==> src/rtl/wishbone_arbiter_pkg.sv <==
// Shared types and constants for the two-master Wishbone arbiter.
package wishbone_arbiter_pkg;
  typedef enum logic [1:0] {
    IDLE = 2'd0,
    GNT0 = 2'd1,
    GNT1 = 2'd2
  } arb_state_t;

  localparam int DEFAULT_TIMEOUT = 255;

  // Counter width able to hold TIMEOUT; a disabled watchdog still gets one bit.
  function automatic int cnt_width(input int t);
    return (t > 0) ? $clog2(t + 1) : 1;
  endfunction
endpackage

==> src/rtl/wishbone_arbiter_if.sv <==
// Wishbone B3 bus bundle; master modport drives the request, slave modport the response.
interface wishbone_arbiter_if #(
  parameter int TGC_WIDTH = 3,
  parameter int TGA_WIDTH = 2,
  parameter int ADR_WIDTH = 32,
  parameter int DAT_WIDTH = 32
);
  localparam int SEL_WIDTH = DAT_WIDTH / 8;

  logic                 cyc;
  logic                 stb;
  logic                 we;
  logic                 lock;
  logic [ADR_WIDTH-1:0] adr;
  logic [DAT_WIDTH-1:0] dat_w;
  logic [DAT_WIDTH-1:0] dat_r;
  logic [SEL_WIDTH-1:0] sel;
  logic [2:0]           cti;
  logic [1:0]           bte;
  logic [TGC_WIDTH-1:0] tgc;
  logic [TGA_WIDTH-1:0] tga;
  logic                 ack;
  logic                 err;
  logic                 rty;

  modport master (
    output cyc, stb, we, lock, adr, dat_w, sel, cti, bte, tgc, tga,
    input  dat_r, ack, err, rty
  );

  modport slave (
    input  cyc, stb, we, lock, adr, dat_w, sel, cti, bte, tgc, tga,
    output dat_r, ack, err, rty
  );
endinterface

==> src/rtl/wishbone_arbiter_watchdog.sv <==
// Stall watchdog: counts unterminated strobe cycles, fires once at TIMEOUT (0 disables).
module wb_watchdog
  import wishbone_arbiter_pkg::*;
#(
  parameter int TIMEOUT = DEFAULT_TIMEOUT
) (
  input  logic clock,
  input  logic reset,
  input  logic clear,
  input  logic active,
  output logic expire
);
  localparam int            CW = cnt_width(TIMEOUT);
  localparam bit            EN = (TIMEOUT > 0);
  localparam logic [CW-1:0] TC = EN ? CW'(TIMEOUT - 1) : '0;

  logic [CW-1:0] cnt_q, cnt_d;

  // Fires during the TIMEOUT-th stalled cycle, so the terminating err lands on it.
  assign expire = EN && active && !clear && (cnt_q == TC);

  always_comb begin
    cnt_d = cnt_q;
    if (clear || expire || !EN) cnt_d = '0;
    else if (active)            cnt_d = cnt_q + CW'(1);
  end

  always_ff @(posedge clock or posedge reset) begin
    if (reset) cnt_q <= '0;
    else       cnt_q <= cnt_d;
  end
endmodule

==> src/rtl/wishbone_arbiter.sv <==
// Round-robin, per-cycle arbiter letting two Wishbone masters share one slave.
module wishbone_arbiter
  import wishbone_arbiter_pkg::*;
#(
  parameter int TGC_WIDTH = 3,
  parameter int TGA_WIDTH = 2,
  parameter int TIMEOUT   = DEFAULT_TIMEOUT
) (
  input  logic               clock,
  input  logic               reset,
  wishbone_arbiter_if.slave  m0,
  wishbone_arbiter_if.slave  m1,
  wishbone_arbiter_if.master s,
  output logic [1:0]         grant,
  output logic               timeout
);
  localparam logic [1:0] ST_IDLE = IDLE;
  localparam logic [1:0] ST_GNT0 = GNT0;
  localparam logic [1:0] ST_GNT1 = GNT1;

  logic [1:0]           state_q, state_d;
  logic                 last_q, last_d;
  logic                 own0, own1, gstb, term, enter, expire;
  logic [TGC_WIDTH-1:0] tgc_mux;
  logic [TGA_WIDTH-1:0] tga_mux;

  assign own0  = (state_q == ST_GNT0);
  assign own1  = (state_q == ST_GNT1);
  assign gstb  = (own0 & m0.stb) | (own1 & m1.stb);
  assign term  = (own0 | own1) & (s.ack | s.err | s.rty);
  assign enter = (state_d != state_q);

  always_comb begin
    state_d = state_q;
    last_d  = last_q;
    case (state_q)
      ST_IDLE: begin
        if (m0.cyc && (!m1.cyc || last_q)) state_d = ST_GNT0;
        else if (m1.cyc)                   state_d = ST_GNT1;
      end
      ST_GNT0: if (!m0.cyc) state_d = m1.cyc ? ST_GNT1 : ST_IDLE;
      ST_GNT1: if (!m1.cyc) state_d = m0.cyc ? ST_GNT0 : ST_IDLE;
      default: state_d = ST_IDLE;
    endcase
    if (enter && state_d == ST_GNT0) last_d = 1'b0;
    if (enter && state_d == ST_GNT1) last_d = 1'b1;
  end

  always_ff @(posedge clock or posedge reset) begin
    if (reset) begin
      state_q <= ST_IDLE;
      last_q  <= 1'b1;
    end else begin
      state_q <= state_d;
      last_q  <= last_d;
    end
  end

  wb_watchdog #(.TIMEOUT(TIMEOUT)) u_wdog (
    .clock  (clock),
    .reset  (reset),
    .clear  (enter | term | ~gstb),
    .active (gstb & ~term),
    .expire (expire)
  );

  assign grant = {own1, own0};
  // Decoded from the registered count, qualified so a same-cycle slave ack wins.
  assign timeout = expire;

  always_comb begin
    s.cyc    = 1'b0;
    s.stb    = 1'b0;
    s.we     = 1'b0;
    s.lock   = 1'b0;
    s.adr    = '0;
    s.dat_w  = '0;
    s.sel    = '0;
    s.cti    = '0;
    s.bte    = '0;
    tgc_mux  = '0;
    tga_mux  = '0;
    m0.dat_r = '0;
    m0.ack   = 1'b0;
    m0.err   = 1'b0;
    m0.rty   = 1'b0;
    m1.dat_r = '0;
    m1.ack   = 1'b0;
    m1.err   = 1'b0;
    m1.rty   = 1'b0;
    if (own0) begin
      s.cyc = m0.cyc;  s.stb = m0.stb;  s.we  = m0.we;   s.lock = m0.lock;
      s.adr = m0.adr;  s.dat_w = m0.dat_w; s.sel = m0.sel; s.cti = m0.cti;
      s.bte = m0.bte;  tgc_mux = m0.tgc; tga_mux = m0.tga;
      m0.dat_r = s.dat_r; m0.ack = s.ack; m0.err = s.err | expire; m0.rty = s.rty;
    end else if (own1) begin
      s.cyc = m1.cyc;  s.stb = m1.stb;  s.we  = m1.we;   s.lock = m1.lock;
      s.adr = m1.adr;  s.dat_w = m1.dat_w; s.sel = m1.sel; s.cti = m1.cti;
      s.bte = m1.bte;  tgc_mux = m1.tgc; tga_mux = m1.tga;
      m1.dat_r = s.dat_r; m1.ack = s.ack; m1.err = s.err | expire; m1.rty = s.rty;
    end
    // Abort the stalled slave access for the expiry cycle only; grant is kept.
    if (expire) begin
      s.cyc = 1'b0;
      s.stb = 1'b0;
    end
  end

  assign s.tgc = tgc_mux;
  assign s.tga = tga_mux;
endmodule

==> src/flat_wrapper.sv <==
// flat-port wrapper written by rule: the top's interface ports become plain ports
module wishbone_arbiter_flat import wishbone_arbiter_pkg::*;
#(
  parameter int TGC_WIDTH = 3,
  parameter int TGA_WIDTH = 2,
  parameter int TIMEOUT   = DEFAULT_TIMEOUT
)
  (clock, reset, grant, timeout, m0_cyc, m0_stb, m0_we, m0_lock, m0_adr, m0_dat_w, m0_sel, m0_cti, m0_bte, m0_tgc, m0_tga, m0_dat_r, m0_ack, m0_err, m0_rty, m1_cyc, m1_stb, m1_we, m1_lock, m1_adr, m1_dat_w, m1_sel, m1_cti, m1_bte, m1_tgc, m1_tga, m1_dat_r, m1_ack, m1_err, m1_rty, s_cyc, s_stb, s_we, s_lock, s_adr, s_dat_w, s_sel, s_cti, s_bte, s_tgc, s_tga, s_dat_r, s_ack, s_err, s_rty);
  wishbone_arbiter_if #(.TGC_WIDTH(TGC_WIDTH), .TGA_WIDTH(TGA_WIDTH)) m0_i ();
  wishbone_arbiter_if #(.TGC_WIDTH(TGC_WIDTH), .TGA_WIDTH(TGA_WIDTH)) m1_i ();
  wishbone_arbiter_if #(.TGC_WIDTH(TGC_WIDTH), .TGA_WIDTH(TGA_WIDTH)) s_i ();
  input  logic clock;
  input  logic reset;
  output logic [1:0] grant;
  output logic timeout;
  input wire logic [$bits(m0_i.cyc)-1:0] m0_cyc;
  input wire logic [$bits(m0_i.stb)-1:0] m0_stb;
  input wire logic [$bits(m0_i.we)-1:0] m0_we;
  input wire logic [$bits(m0_i.lock)-1:0] m0_lock;
  input wire logic [$bits(m0_i.adr)-1:0] m0_adr;
  input wire logic [$bits(m0_i.dat_w)-1:0] m0_dat_w;
  input wire logic [$bits(m0_i.sel)-1:0] m0_sel;
  input wire logic [$bits(m0_i.cti)-1:0] m0_cti;
  input wire logic [$bits(m0_i.bte)-1:0] m0_bte;
  input wire logic [$bits(m0_i.tgc)-1:0] m0_tgc;
  input wire logic [$bits(m0_i.tga)-1:0] m0_tga;
  output wire logic [$bits(m0_i.dat_r)-1:0] m0_dat_r;
  output wire logic [$bits(m0_i.ack)-1:0] m0_ack;
  output wire logic [$bits(m0_i.err)-1:0] m0_err;
  output wire logic [$bits(m0_i.rty)-1:0] m0_rty;
  input wire logic [$bits(m1_i.cyc)-1:0] m1_cyc;
  input wire logic [$bits(m1_i.stb)-1:0] m1_stb;
  input wire logic [$bits(m1_i.we)-1:0] m1_we;
  input wire logic [$bits(m1_i.lock)-1:0] m1_lock;
  input wire logic [$bits(m1_i.adr)-1:0] m1_adr;
  input wire logic [$bits(m1_i.dat_w)-1:0] m1_dat_w;
  input wire logic [$bits(m1_i.sel)-1:0] m1_sel;
  input wire logic [$bits(m1_i.cti)-1:0] m1_cti;
  input wire logic [$bits(m1_i.bte)-1:0] m1_bte;
  input wire logic [$bits(m1_i.tgc)-1:0] m1_tgc;
  input wire logic [$bits(m1_i.tga)-1:0] m1_tga;
  output wire logic [$bits(m1_i.dat_r)-1:0] m1_dat_r;
  output wire logic [$bits(m1_i.ack)-1:0] m1_ack;
  output wire logic [$bits(m1_i.err)-1:0] m1_err;
  output wire logic [$bits(m1_i.rty)-1:0] m1_rty;
  output wire logic [$bits(s_i.cyc)-1:0] s_cyc;
  output wire logic [$bits(s_i.stb)-1:0] s_stb;
  output wire logic [$bits(s_i.we)-1:0] s_we;
  output wire logic [$bits(s_i.lock)-1:0] s_lock;
  output wire logic [$bits(s_i.adr)-1:0] s_adr;
  output wire logic [$bits(s_i.dat_w)-1:0] s_dat_w;
  output wire logic [$bits(s_i.sel)-1:0] s_sel;
  output wire logic [$bits(s_i.cti)-1:0] s_cti;
  output wire logic [$bits(s_i.bte)-1:0] s_bte;
  output wire logic [$bits(s_i.tgc)-1:0] s_tgc;
  output wire logic [$bits(s_i.tga)-1:0] s_tga;
  input wire logic [$bits(s_i.dat_r)-1:0] s_dat_r;
  input wire logic [$bits(s_i.ack)-1:0] s_ack;
  input wire logic [$bits(s_i.err)-1:0] s_err;
  input wire logic [$bits(s_i.rty)-1:0] s_rty;
  assign m0_i.cyc = m0_cyc;
  assign m0_i.stb = m0_stb;
  assign m0_i.we = m0_we;
  assign m0_i.lock = m0_lock;
  assign m0_i.adr = m0_adr;
  assign m0_i.dat_w = m0_dat_w;
  assign m0_i.sel = m0_sel;
  assign m0_i.cti = m0_cti;
  assign m0_i.bte = m0_bte;
  assign m0_i.tgc = m0_tgc;
  assign m0_i.tga = m0_tga;
  assign m0_dat_r = m0_i.dat_r;
  assign m0_ack = m0_i.ack;
  assign m0_err = m0_i.err;
  assign m0_rty = m0_i.rty;
  assign m1_i.cyc = m1_cyc;
  assign m1_i.stb = m1_stb;
  assign m1_i.we = m1_we;
  assign m1_i.lock = m1_lock;
  assign m1_i.adr = m1_adr;
  assign m1_i.dat_w = m1_dat_w;
  assign m1_i.sel = m1_sel;
  assign m1_i.cti = m1_cti;
  assign m1_i.bte = m1_bte;
  assign m1_i.tgc = m1_tgc;
  assign m1_i.tga = m1_tga;
  assign m1_dat_r = m1_i.dat_r;
  assign m1_ack = m1_i.ack;
  assign m1_err = m1_i.err;
  assign m1_rty = m1_i.rty;
  assign s_cyc = s_i.cyc;
  assign s_stb = s_i.stb;
  assign s_we = s_i.we;
  assign s_lock = s_i.lock;
  assign s_adr = s_i.adr;
  assign s_dat_w = s_i.dat_w;
  assign s_sel = s_i.sel;
  assign s_cti = s_i.cti;
  assign s_bte = s_i.bte;
  assign s_tgc = s_i.tgc;
  assign s_tga = s_i.tga;
  assign s_i.dat_r = s_dat_r;
  assign s_i.ack = s_ack;
  assign s_i.err = s_err;
  assign s_i.rty = s_rty;
  wishbone_arbiter #(.TGC_WIDTH(TGC_WIDTH), .TGA_WIDTH(TGA_WIDTH), .TIMEOUT(TIMEOUT)) u_core (.clock(clock), .reset(reset), .m0(m0_i), .m1(m1_i), .s(s_i), .grant(grant), .timeout(timeout));
endmodule
==> config.mk <==
export PLATFORM = sky130hd
export DESIGN_NAME = wishbone_arbiter_flat
export DESIGN_NICKNAME = d
export VERILOG_FILES = /design/src/rtl/wishbone_arbiter_pkg.sv /design/src/rtl/wishbone_arbiter_if.sv /design/src/rtl/wishbone_arbiter_watchdog.sv /design/src/rtl/wishbone_arbiter.sv /design/src/flat_wrapper.sv
export SDC_FILE = /design/constraint.sdc
export NUM_CORES = 1
export LEC_CHECK = 0
export CAP_MARGIN = 25
export CELL_PAD_IN_SITES_DETAIL_PLACEMENT = 2
export CELL_PAD_IN_SITES_GLOBAL_PLACEMENT = 2
export CORE_ASPECT_RATIO = 0.5
export CORE_MARGIN = 5
export CORE_UTILIZATION = 10
export CTS_CLUSTER_DIAMETER = 200
export DETAILED_ROUTE_END_ITERATION = 12
export PLACE_DENSITY = 0.94
export SYNTH_ARGS = -nofsm -noshare
export SYNTH_HDL_FRONTEND = slang
export SYNTH_HIERARCHICAL = 1
export SYNTH_SLANG_ARGS = --single-unit
==> constraint.sdc <==
create_clock -name clock -period 4.5 [get_ports clock]
set_clock_uncertainty 0.15 [all_clocks]
set_input_delay 0.9 -clock clock [delete_from_list [all_inputs] [get_ports clock]]
set_output_delay 0.9 -clock clock [all_outputs]
set_load 0.03 [all_outputs]
# Yosys cells after proc, flatten, opt, wreduce, memory -nomap -nowiden
# Index checks and enable logic that the tools add are counted.
# word_totals
reg_bits	11
inputBits	201
# op_classes
bitwise	13
muxes	47
reduce_logical	12
addsub	1
n_eq_ne	6
# ops
cell	n
32-bit 2-to-1 mux	7
1-bit 2-to-1 mux	22
2-bit 2-to-1 mux	9
8-bit 2-to-1 mux	2
3-bit 2-to-1 mux	4
8-bit by 1-bit adder with 8-bit output (second input constant)	1
8-bit equality test (second input constant)	1
4-bit 2-to-1 mux	2
1-bit bitwise OR	7
2-bit one-hot mux with 3 select lines	1
1-bit logical AND	5
1-bit bitwise AND	4
2-bit by 1-bit equality test with 1-bit output (second input constant)	2
2-bit equality test (second input constant)	2
2-bit nonzero test	2
1-bit zero test	2
2-bit zero test	1
1-bit logical OR	2
2-bit inequality test	1
1-bit NOT	2

# Logic depth before layout (Yosys ltp)
# Gate-level depths: netlist of run 1.
# logic_depth
ltp_word	14
ltp_mapped	12
ltp_nobuf	11

# Hierarchy
# Netlist of run 1, hierarchy kept.
# modules_own_cells
module	instances	area_per_inst_um2	cells_each
wishbone_arbiter	1	1694.1	229
wb_watchdog	1	474.2	47

# Least setup slack after synthesis of run 1
# No wires, ideal clock.
# synth_timing
path_type	input to output
from	input m0_cyc
to	output m1_err
stages	9
path_buffers	0
required_time_ns	3.450
setup_slack_ns	-0.235
arrival_time_ns	3.685
path_cell_list	nand2b_1 a21o_1 a31oi_1 xnor2_1 nand3_1 nand2b_1 nor3_1 nor2_1 nor3b_1
# synth_between
elab_chain_cells	12
# synth_rtl
item	line_no	source
start: declaration	flat_wrapper.sv:16	input wire logic [$bits(m0_i.cyc)-1:0] m0_cyc;
1-bit logical AND	wishbone_arbiter.sv:38	if (m0.cyc && (!m1.cyc || last_q)) state_d = ST_GNT0;
2-bit 2-to-1 mux	wishbone_arbiter.sv:38	
2-bit one-hot mux with 3 select lines *	wishbone_arbiter.sv:36	case (state_q)
named net u_core.state_d[1]	wishbone_arbiter.sv:21	logic [1:0] state_q, state_d;
2-bit inequality test *	wishbone_arbiter.sv:31	assign enter = (state_d != state_q);
1-bit bitwise OR * (2 in a row)	wishbone_arbiter.sv:62	.clear (enter | term | ~gstb),
1-bit zero test *	wishbone_arbiter_watchdog.sv:20	assign expire = EN && active && !clear && (cnt_q == TC);
1-bit logical AND * (2 in a row)	wishbone_arbiter_watchdog.sv:20	
named net timeout	flat_wrapper.sv:15	output logic timeout;
1-bit bitwise OR *	wishbone_arbiter.sv:100	m1.dat_r = s.dat_r; m1.ack = s.ack; m1.err = s.err | expire; m1.rty = s.rty;
1-bit 2-to-1 mux *	wishbone_arbiter.sv:96	end else if (own1) begin
1-bit 2-to-1 mux *	wishbone_arbiter.sv:91	if (own0) begin
end: declaration	flat_wrapper.sv:44	output wire logic [$bits(m1_i.err)-1:0] m1_err;
# Mark *: on every way through the listed nets, which the timed path passes. The rest lies on a longest branch.

# Final worst setup path of run 1
# layout_timing
from	register u_core.state_q[0]
to	output m1_err
# layout_rtl
item	line_no	source
start: declaration	wishbone_arbiter.sv:21	
start signal: assignment	wishbone_arbiter.sv:54	state_q <= state_d;
2-bit equality test, or another cell as far along	wishbone_arbiter.sv:36	
2-bit one-hot mux with 3 select lines *	wishbone_arbiter.sv:36	
named net u_core.state_d[1]	wishbone_arbiter.sv:21	
2-bit inequality test *	wishbone_arbiter.sv:31	
1-bit bitwise OR * (2 in a row)	wishbone_arbiter.sv:62	
1-bit zero test *	wishbone_arbiter_watchdog.sv:20	
1-bit logical AND * (2 in a row)	wishbone_arbiter_watchdog.sv:20	
1-bit bitwise OR *	wishbone_arbiter.sv:100	
1-bit 2-to-1 mux *	wishbone_arbiter.sv:96	
1-bit 2-to-1 mux *	wishbone_arbiter.sv:91	
# Marks and branches as above.

==> results of run 1 <==
routing by layer:
| layer | vias to the layer above | wire, µm | global-route usage (%) |
|---|---|---|---|
| met3 | 20 | 577 | 1.88 |
| li1 | 1698 | - | - |
| met2 | 69 | 11900 | 30.8 |
| met5 | - | 0 | 0 |
| met1 | 1809 | 7810 | 17.7 |
| met4 | 0 | 331 | 3.09 |
layout make-up:
cell class	count	area (µm²)
flip-flops and latches	11	277
fillers	2435	15300
well taps	300	375
clock buffers	3	75.1
repair buffers	366	3640
inverters	7	26.3
multi-input cells	229	1760
clock inverters	1	5.00
placed cells by master, fill, tap and decap left out, types with 2 or more instances in the layout:
master           Yosys  routed
buf_4                2      14
o21ai_0              2       2
clkbuf_16            0       3
a31oi_1              4       3
clkdlybuf4s50_1      0     347
o21ba_1              2       2
dlygate4sd2_1        0       3
and2_1              70      70
o211ai_1             2       2
or3_1                3       3
xnor2_1              3       3
a22o_1              80      80
nor2_1               9       9
nor2b_1              6       5
a21oi_1              3       3
nand2_1              8       8
nand4_1              2       2
o21ai_2              2       2
ha_1                 8       7
inv_1                7       7
dfrtp_1             10      10
nand3_1              4       4
xor2_1               3       3
nand2b_1             2       2
worst reg2reg max path, cell delays in order (launching register included):
cell and delay, ns:
dfrtp_1 0.50, inv_1 0.22, ha_1 0.35, nand2_1 0.15, a21o_1 0.21, a31oi_2 0.23
xnor2_1 0.17, nand3_1 0.14, nand2b_1 0.22, buf_4 0.16, o31ai_4 0.36, nor2_1 0.10
sequential cells by signal, indices dropped and copies added (netlist names):
name,flops
u_core/state_q,2
u_core/u_wdog/cnt_q,8
u_core/last_q,1
report_power, final:
group | internal (mW) | switching [mW]
sequential | 0.117 | 0.0322
combinational | 1.33 | 1.85
clock | 0.118 | 0.0475
total | 1.57 | 1.93
metrics by stage:
| step | std cells | TNS, ns |
|---|---|---|
| finish | 917 | 0 |
| global route | 917 | 0 |
| CTS | 917 | 0 |
| detailed placement | 913 | -0.505 |
| global placement | 913 | -0.0232 |
| floorplan | 276 | 0 |
logic make-up after synthesis:
kind of cell / Yosys count / share of synthesized area [%]
AO/OA/AOI/OAI: 105 / 42.3
XOR/XNOR: 6 / 2.42
flip-flops: 11 / 12.8
AND/OR/NAND/NOR: 110 / 30.8
adder cells (fa/ha/maj): 8 / 4.62
buffers and inverters: 36 / 7.16
what timing repair did:
| item | CTS | global route |
|---|---|---|
| hold buffers | 0 | 0 |
| gates resized for setup | 3 | 2 |
| setup endpoints to repair | 4 | 1 |
| cloned | 0 | 0 |
how the worst max path moves through the flow:
stage,end
2_1_floorplan,m1_err
3_3_place_gp,s_cyc
3_5_place_dp,s_stb
4_1_cts,m1_err
5_1_grt,m1_err
6_report,m1_err
==> metrics.txt, run 1 <==
hold path start u_core/state_q[1]; CTS Buf Count 3; dominant synthesized flop cell dfrtp_1; Slowest-stage cell, CP dfrtp_1; CTS tree built; WP depth 13; count leader, synth a22o_1; Hold Path Sink u_core/last_q; DR iter-0 viols 186; critical path type flip-flop to output port; area grow syn2layout 184%; Synth Net Count around 490; n_diodes 0; DP Worst Slack -0.233 ns; CP Data Required Time 3.45 ns; outcome complete, no violations; initial antenna violation count 0; Chip Width 218 µm; Final Slew Violations 0; Worst path top cell family by delay simple AND/OR/NAND/NOR gates; # clock sinks 11; reg2reg setup slack 1.41 ns; area post-placement 6070 µm²; synth top area cells a22o_1, and2_1, dfrtp_1, ha_1, clkbuf_1; area leader, netlist a22o_1; vias after detailed routing around 3600; unrepaired setup endpoints after global routing no; register bit total from synthesis 11; Tot Pwr between 3 and 4 mW; Pre-Repair DR Iteration Count 5; final period utilization between 90% and 100%; Hold Path Class flip-flop to flip-flop; Nets around 830; grt total ovfl 0; power per cell area 569 nW/µm²; clk_lat worst skew 0.24 ns; Seq/Total Area, Yosys between 10% and 20%; drt wl/cell 22.5 µm; final hold slack approximately 0.47 ns; critical path buffer and inverter count 3; Slew headroom 49.7%; CP peak stage delay 0.50 ns; count of max-cap constraint violations 0; r2r worst-path depth 11; synthesized instance count 276; Core ar. 21500 µm²; Synth async-reset ratio 100%; drt drc 0; CP Data Arrival Time ~3.2 ns; Leakage 2.33 nW; Final Cell Area 6150 µm²; crit end category output port; Synth top area share 32.3%; clock tree root driver cell clkbuf_16; crit path max fanout 9; final setup vio count 0; Mapped Area ~2200 µm²; H-tree depth 1; most frequent CP cell buf_4; Worst Setup SP u_core/state_q[0]; number of flops mapped to enable cells by yosys 0; via count of the first global-routing pass between 4000 and 5000; total track usage 15.4%; endpoints failing hold 0; fraction of layout cells with a size suffix above 1 around 5.2%; IR drop worst, VDD 0.162 mV; DP Wirelength between 15 and 20 mm; full die area 24900 µm²; crit path setup slack, layout 0.209 ns; Starting Density 10.1%; I/O Pins 356; Finished Core Util between 20% and 30%; Reg-to-Reg Start u_core/state_q[0]; Avg Cell Area, Syn 7.86 µm²; Commonest cells post-synth a22o_1, and2_1, clkbuf_1, buf_2, dfrtp_1; IO buf count 355; global-route wire length before repair about 29 mm; startpoint types flip-flop; Yosys Warn Count 6; DIE HEIGHT 114 µm; Critical R2R Capture u_core/u_wdog/cnt_q[2]; Max Root-Sink Buffers 2; post-CTS setup buffers 0; CP cell instances inv_1 -> ha_1 -> nand2_1 -> a21o_1 -> a31oi_2 -> xnor2_1 -> nand3_1 -> nand2b_1 -> nor3_2 -> buf_4 -> nor2_1 -> nor3b_1 -> buf_4; Routed Antenna Nets 0; site row count 38; largest net degree at the start of global routing 72; GPL Wtd Cong 0.856; clock transition at the registers of the reported paths 0.05 ns; Distinct cells, synth 41; post-route minimum period 4.29 ns; Worst-Margin Slew 0.754 ns; DR vias/cell 3.92; Peak Freq 0.233 GHz; Routed WL between 20 and 25 mm; worst hold path cell count 1
Note: power is estimated with default switching activity, not from simulation.
==> run 2, diff against run 1 <==
--- a/config.mk
+++ b/config.mk
@@ -8,12 +8,13 @@
 export CAP_MARGIN = 25
 export CELL_PAD_IN_SITES_DETAIL_PLACEMENT = 2
 export CELL_PAD_IN_SITES_GLOBAL_PLACEMENT = 2
-export CORE_ASPECT_RATIO = 0.5
-export CORE_MARGIN = 5
+export CORE_ASPECT_RATIO = 1.4
+export CORE_MARGIN = 4
 export CORE_UTILIZATION = 10
 export CTS_CLUSTER_DIAMETER = 200
 export DETAILED_ROUTE_END_ITERATION = 12
 export PLACE_DENSITY = 0.94
+export SLEW_MARGIN = 20
 export SYNTH_ARGS = -nofsm -noshare
 export SYNTH_HDL_FRONTEND = slang
 export SYNTH_HIERARCHICAL = 1
==> metrics.txt, run 2 (same netlist as run 1, synthesis figures left out) <==
Peak Freq 0.233 GHz (-0.12%); fraction of layout cells with a size suffix above 1 5.36% (+0.17 points); initial antenna violation count 0 (unchanged); Max Root-Sink Buffers 2 (unchanged); Non-Filler Instances 876 (-4.5%); CTS Buf Count 3 (unchanged); startpoint types input pin; area grow syn2layout 184% (about the same); post-route minimum period 4.30 ns (+0.00514 ns); outcome complete, no violations; Slew headroom 62.9% (+13 points); n_diodes 0 (unchanged); max reg flops 8 (unchanged); commonest cells after routing, fill and taps aside clkdlybuf4s50_1, a22o_1, and2_1; most common cell after layout, fill and taps aside clkdlybuf4s50_1; drt drc 0 (unchanged); IR drop worst, VDD 0.240 mV (+48%); crit path max fanout 5 (-4); Hold Path Class flip-flop to flip-flop; via count of the first global-routing pass 4146 (+0.072%); Starting Density 10.2% (+0.098 points); DR vias/cell 4.15 (+5.8%); hold buffers post-CTS 0 (unchanged); DP Wirelength 15.7 mm (-13%); Routed Antenna Nets 0 (unchanged); largest net degree at the start of global routing 72 (unchanged); placed cells 872 (-4.5%); Core ar. 21300 µm² (-0.97%); Nets 826 (-0.12%); Largest Register u_core/u_wdog/cnt_q; Pre-Repair DR Iteration Count 4 (-1); final setup vio count 0 (unchanged); Routed WL 18.1 mm (-12%); unrepaired setup endpoints after global routing no; CP Data Required Time 3.45 ns (about the same); critical path type input pin to output port; grt total ovfl 0 (unchanged); Finished Core Util 28.9% (+0.27 points); clk_lat worst skew 0.24 ns (about the same); DR iter-0 viols 134 (-28%); crit end category output port; clock tree root driver cell clkbuf_16; site row count 63 (+66%); total track usage 13.7% (-1.7 points); Worst-Margin Slew 0.553 ns (-0.201 ns); CTS tree built; Tot Pwr 3.47 mW (-0.80%); power per cell area 564 nW/µm² (-0.76%); count of max-cap constraint violations 0 (unchanged); IO buf count 355 (unchanged); clock transition at the registers of the reported paths 0.04 ns (about the same); global-route wire length before repair 25.8 mm (-10%); final period utilization 95.5% (+0.11 points); GPL Wtd Cong 0.848 (-0.93%); Leakage 2.35 nW (+0.69%); top flop regs u_core/u_wdog/cnt_q: 8 flops, u_core/state_q: 2 flops, u_core/last_q: 1 flops; full die area 24100 µm² (-3.1%); Chip Width 132 µm (-39%); DIE HEIGHT 182 µm (+60%); # clock sinks 11 (unchanged); drt wl/cell 20.6 µm (-8.4%); post-CTS setup buffers 0 (unchanged); vias after detailed routing 3635 (+1.1%); I/O Pins 356 (unchanged); endpoints failing hold 0 (unchanged); H-tree depth 1 (unchanged); CP Data Arrival Time 3.25 ns (about the same); Final Slew Violations 0 (unchanged)
run 2: changes by cell type in the layout (fill, tap and decap cells not counted), sizes merged:
cell,previous run,this run
clkbuf,3,4
clkinv,1,0
clkdlybuf4s50,347,349
dlygate4sd2,3,0
run 2: final timing paths:
check | start | to | slack, ns | cells after the start
max reg2reg | u_core/state_q[0] | u_core/u_wdog/cnt_q[1] | 1.61 | 10
max in group asynchronous | reset | u_core/u_wdog/cnt_q[4] | 3.11 | 2
min reg2reg | u_core/state_q[1] | u_core/last_q | 0.45 | 1
max | m1_cyc | m1_err | 0.20 | 11
min | u_core/state_q[1] | u_core/last_q | 0.45 | 1
min in group asynchronous | reset | u_core/state_q[0] | 0.73 | 2
run 2: final cells by class:
cell class	count	area, µm²
Clock buffer	4	78.8
Tap cell	260	325
Multi-Input combinational cell	229	1780
Fill cell	2393	15100
Inverter	7	26.3
Timing Repair Buffer	365	3670
Sequential cell	11	277
run 2: timing repair:
item	in CTS	in global routing
endpoints found under the setup margin	1	4
cloned	0	0
pin swaps	0	1
resized for setup	1	3
hold endpoints to repair	0	0
run 2: report_power, final:
| group | internal [mW] | total [mW] | switching, mW |
|---|---|---|---|
| Combinational | 1.36 | 3.16 | 1.80 |
| Clock | 0.119 | 0.161 | 0.0418 |
| Sequential | 0.117 | 0.151 | 0.0337 |
run 2: per-layer routing:
metal	GRT usage (%)	vias up	wire length [µm]
met5	0	-	0
met4	1.46	0	161
met3	5.24	12	1640
met2	26.6	181	9870
met1	14.2	1738	6410
li1	-	1704	-
run 2: metrics by stage:
| stage | TNS (ns) | setup slack, ns | hold WS, ns | cell area [µm²] |
|---|---|---|---|---|
| final | 0 | 0.204 | 0.446 | 6150 |
| after global routing | 0 | 0.000958 | 0.481 | 6150 |
| after CTS | 0 | 0.0309 | 0.440 | 6140 |
| after detailed placement | -0.0174 | -0.0174 | 0.433 | 6060 |
| after global placement | 0 | 0.0403 | 0.416 | 6060 |
| after floorplan | 0 | 0.0958 | 0.355 | 2170 |
run 2: critical path, stage by stage:
cell             delay (ns)
clkdlybuf4s50_1        0.54
nand2_1                0.12
a21o_1                 0.19
a31oi_1                0.24
xnor2_1                0.15
nand3_1                0.11
nand2b_2               0.26
nor3_4                 0.25
nor2_1                 0.09
nor3b_1                0.19
buf_4                  0.19
